$ cat config.mk
export PLATFORM = sky130hd
export DESIGN_NAME = serial_addsub
export DESIGN_NICKNAME = d
export VERILOG_FILES = /design/src/rtl/addsub_pkg.sv /design/src/rtl/serial_fa_cell.sv /design/src/rtl/serial_addsub.sv
export SDC_FILE = /design/constraint.sdc
export NUM_CORES = 1
export LEC_CHECK = 0
export BUFFER_PORTS_ARGS = -buffer_cell sky130_fd_sc_hd__buf_2
export CAP_MARGIN = 20
export CORE_ASPECT_RATIO = 0.6
export CORE_MARGIN = 2
export CORE_UTILIZATION = 45
export CTS_CLUSTER_SIZE = 40
export DETAILED_ROUTE_END_ITERATION = 8
export RECOVER_POWER = 25
export SYNTH_ARGS = -nofsm -noshare
export SYNTH_HDL_FRONTEND = slang
export SYNTH_SLANG_ARGS = --single-unit
export TNS_END_PERCENT = 30
$ cat constraint.sdc
create_clock -name clk -period 3.7 [get_ports clk]
set_clock_uncertainty 0.1 [all_clocks]
set_input_delay 0.37 -clock clk [delete_from_list [all_inputs] [get_ports clk]]
set_output_delay 0.37 -clock clk [all_outputs]
set_load 0.01 [all_outputs]
$ cat src/rtl/addsub_pkg.sv
// addsub_pkg: shared state encoding and operand/operation codes for the serial add/subtract engine
package addsub_pkg;
  typedef enum logic [1:0] {
    ST_IDLE  = 2'd0,
    ST_SHIFT = 2'd1,
    ST_DONE  = 2'd2
  } state_t;
  localparam logic OP_ADD = 1'b0;
  localparam logic OP_SUB = 1'b1;
  localparam logic SEL_A  = 1'b0;
  localparam logic SEL_B  = 1'b1;
endpackage

$ cat src/rtl/serial_fa_cell.sv
// serial_fa_cell: combinational 1-bit full adder
module serial_fa_cell (
  input  logic a,
  input  logic b,
  input  logic cin,
  output logic s,
  output logic cout
);
  assign s    = a ^ b ^ cin;
  assign cout = (a & b) | (a & cin) | (b & cin);
endmodule

$ cat src/rtl/serial_addsub.sv
// serial_addsub: bit-serial SIZE-bit add/subtract, LSB first, with start/busy/done handshake
module serial_addsub
  import addsub_pkg::*;
#(
  parameter int SIZE = 16
) (
  input  logic            clk,
  input  logic            rst_n,
  input  logic [SIZE-1:0] in,
  input  logic            sel,
  input  logic            ld,
  input  logic            start,
  input  logic            op,
  input  logic            CI,
  output logic [SIZE-1:0] SUM,
  output logic            CO,
  output logic            busy,
  output logic            done
);
  localparam int CW = $clog2(SIZE + 1);
  state_t          state;
  logic [SIZE-1:0] a_q, b_q, res;
  logic [CW-1:0]   cnt;
  logic            c, op_q, b_eff, r, c_nxt;
  // subtraction adds the inverted B bit; the carry then acts as an inverted borrow
  assign b_eff = (op_q == OP_SUB) ? ~b_q[0] : b_q[0];
  serial_fa_cell u_fa (
    .a   (a_q[0]),
    .b   (b_eff),
    .cin (c),
    .s   (r),
    .cout(c_nxt)
  );
  // control FSM, operand/result shifters and registered outputs
  always_ff @(posedge clk) begin
    if (!rst_n) begin
      state <= ST_IDLE;
      a_q   <= '0;
      b_q   <= '0;
      res   <= '0;
      c     <= 1'b0;
      op_q  <= OP_ADD;
      cnt   <= '0;
      SUM   <= '0;
      CO    <= 1'b0;
      busy  <= 1'b0;
      done  <= 1'b0;
    end else begin
      case (state)
        ST_IDLE: begin
          done <= 1'b0;
          if (start) begin
            op_q  <= op;
            c     <= (op == OP_SUB) ? ~CI : CI;
            cnt   <= '0;
            busy  <= 1'b1;
            state <= ST_SHIFT;
          end else if (ld) begin
            if (sel == SEL_A) a_q <= in;
            else b_q <= in;
          end
        end
        ST_SHIFT: begin
          a_q <= a_q >> 1;
          b_q <= b_q >> 1;
          res <= {r, res[SIZE-1:1]};
          c   <= c_nxt;
          cnt <= cnt + 1'b1;
          if (cnt == CW'(SIZE - 1)) begin
            SUM   <= {r, res[SIZE-1:1]};
            CO    <= (op_q == OP_SUB) ? ~c_nxt : c_nxt;
            busy  <= 1'b0;
            done  <= 1'b1;
            state <= ST_DONE;
          end
        end
        ST_DONE: begin
          done  <= 1'b0;
          state <= ST_IDLE;
        end
        default: state <= ST_IDLE;
      endcase
    end
  end
endmodule

==> impl_metrics.toml <==
[outcome]
status = "finished clean"

[setup_path]
cpPeakStageDelay_ps = 980
crit_slowest_cell = "clkbuf_1"
critical-path-top-delay-family = "buffers and inverters"
crit_chain = "clkbuf_1 -> inv_1 -> clkbuf_1 -> a221oi_1 -> a21boi_0"
cp.buffers_inverters = 3
crit_top_cell = "clkbuf_1"
crit_arrival_ps = 2880
startpoint_type = "input pin"
path_max_fanout = 31
crit_path_end_kind = "flip-flop"
crit_required_ps = 3860
critical_path_class = "input pin to flip-flop"

[yosys]
syn_avg_cell_area_um2 = 9.166
synth-compound-area-share_pct = 26.17
synthMuxAreaShare_pct = 0.6462
synth_area_um2 = 3098
synthXorXnorAreaFrac_pct = 0.8481
synth_top_area_share_pct = 48.47
synth_top_family_by_area = "compound AO/OA/AOI/OAI gates"
yosys.area_share.simple_pct = 16.72
yosys.area.top_type = "dfxtp_1"
synth_nets = 364
yosys_warnings = 0
synth-adder-area-share_pct = 1.454
synth-seq-cells = 75
ys_top_cells_by_area = "dfxtp_1 (48%), o221ai_1 (8.5%), a211oi_1 (7.8%)"
synth_cell_type_count = 37
yosysSeqAreaShare_pct = 48.47
syn_inst = 338

[sta]
clock.fmax_ghz = 0.3682
finalMaxSlewViolations = 0
slew_headroom_pct = 8.382
final.setup.worst_slack_ps = 984.0
finalHoldViolCount = 0
fin_crit_ps = 2716
finalCritPeriodShare_pct = 73.41
setup_viol = 0
worst_pin_slew_ps = 1374
finalSetupTns_ps = 0
holdWs_ps = 208.3
rsz0062_at_grt = "false"

[floorplan]
fp.coreArea_um2 = 6676
start_util_pct = 46.40
die-area_um2 = 7586
die_w_um = 111.1
rows = 23
die_h_um = 68.27
io_pins = 42

[place]
portBuffers = 41
dp_slack_ps = 1595
dpl.cell_count = 440
hpwlAfterDp_mm = 4.660
placed_cell_area_um2 = 3323
gp_congestion = 0.7484

[route]
drt_iter0_drc = 138
post_drt_via_cell_ratio = 5.803
ant_nets = 0
drt-wirelength-per-cell_um = 15.82
vias = 2646
drc = 0
wirelength_mm = 7.212
first_pass_iters = 4

[clock_network]
htreeDepth = 3
cts_setup_buffers = 0
numCtsBuffers = 9
cts_tree = "done"
root_buffer = "clkbuf_16"
ctsResizeCount = 0
clk_path_buf_depth = 2
cts_num_sinks = 75
clk_pin_slew_worst_paths_ps = 50
holdBufCountCts = 0
clock_latency_ps = 330

[worst_hold_path]
hold_class = "input pin to flip-flop"

[cells_and_area]
drive_gt1_share_pct = 12.74
nets = 391
diodes = 0
final_cells = 456
layout_commonest_cell = "dfxtp_1"
final_cell_mix = "dfxtp_1 (74), nor3_1 (45), nand2_1 (37)"
design_area_um2 = 3583
areaGrowthSynthToFinish_pct = 15.67

[grt]
grt_pass1_wl_mm = 12.01
grt_pass1_vias = 2410
grtUsageTotal_pct = 20.40
antenna_found_initial = 0
grt-ovfl-total = 0
grt_max_degree = 33

[power]
p_sw_share_pct = 23.85
total_leakage_power_uw = 0.001243
peakVddDrop_uv = 300.7
power_switching_uw = 432.0
power.share.sequential_pct = 48.5
power_density_nw_per_um2 = 505.5
clockPowerShare_pct = 42.5
combPwrFrac_pct = 9.0
internal_power_uw = 1379

[flow_run]
cap_violations = 0
stage by stage:
step / total power, uW / util, %
global route: 1895 / 53.67
global placement: 1052 / 49.78
CTS: 1836 / 53.69
finish: 1811 / 53.67
floorplan: 1008 / -
detailed placement: 1057 / 49.78
sequential cells by signal (all words and copies together), names as in the netlist:
name,count
res,15
state,2
a_q,16
b_q,16
CO,1
busy,1
cnt,5
SUM,16
op_q,1
c,1
done,1
cells by family after synthesis:
family          after synthesis
flops                        75
buf+inv                      41
xor+xnor                      3
mux                           2
fa+ha+maj                     3
simple gates                106
compound gates              108
layout make-up:
| class | count | area (um2) |
|---|---|---|
| repair buffers | 50 | 264.0 |
| fillers | 654 | 3093 |
| clock inverters | 3 | 15.01 |
| inverters | 7 | 26.28 |
| clock buffers | 12 | 246.5 |
| well taps | 87 | 108.9 |
| flip-flops and latches | 75 | 1503 |
| multi-input cells | 222 | 1420 |
power groups by stage:
stage                     clock, uW  sequential [uW]  combinational [uW]
final                           769              878                 164
after global routing            826              883                 186
after CTS                       796              878                 163
after detailed placement          0              895                 162
after global placement            0              894                 158
after floorplan                   0              882                 126
per-layer routing:
metal / share of wire [%] / track usage [%]
met5: 0 / 0
met4: 0.64 / 5.556
met3: 5.6 / 8.149
met2: 41 / 30.21
met1: 52 / 27.84
cell usage after synthesis:
library cell and n:
clkbuf_1 18, o21bai_1 2, a21oi_1 20, mux2i_1 2, nor2b_1 2, and3b_1 1
a211oi_1 32, o221ai_1 30, o21ai_0 2, nand3_1 4, a221oi_1 1, dfxtp_1 75
nor2_1 5, buf_4 2, nand2b_1 1, nor3b_2 1, nand2_1 37, nand3b_1 1
a22oi_1 1, fa_1 1, nor2_2 1, or3_1 1, a2bb2oi_1 1, buf_1 2
nor3_1 45, nor3b_1 3, a21boi_0 1, nor2b_2 1, or3b_1 1, a31oi_1 3
inv_1 7, a22o_1 15, buf_2 12, xnor2_1 3, or3b_2 1, and3_1 1
ha_1 2
worst reg2reg max path, stage by stage (launching register included):
cell      delay, ps
dfxtp_2         660
buf_4           410
nand2b_1        130
buf_4           230
or3_1           360
a31oi_1         150
final timing paths:
check / start / endpoint / slack, ps / depth (start not counted)
max: rst_n / c / 980 / 5
min: op / op_q / 210 / 3
min reg2reg: CO / CO / 360 / 2
max reg2reg: state[0] / cnt[3] / 1580 / 5
(Power assumes the default switching activity.)
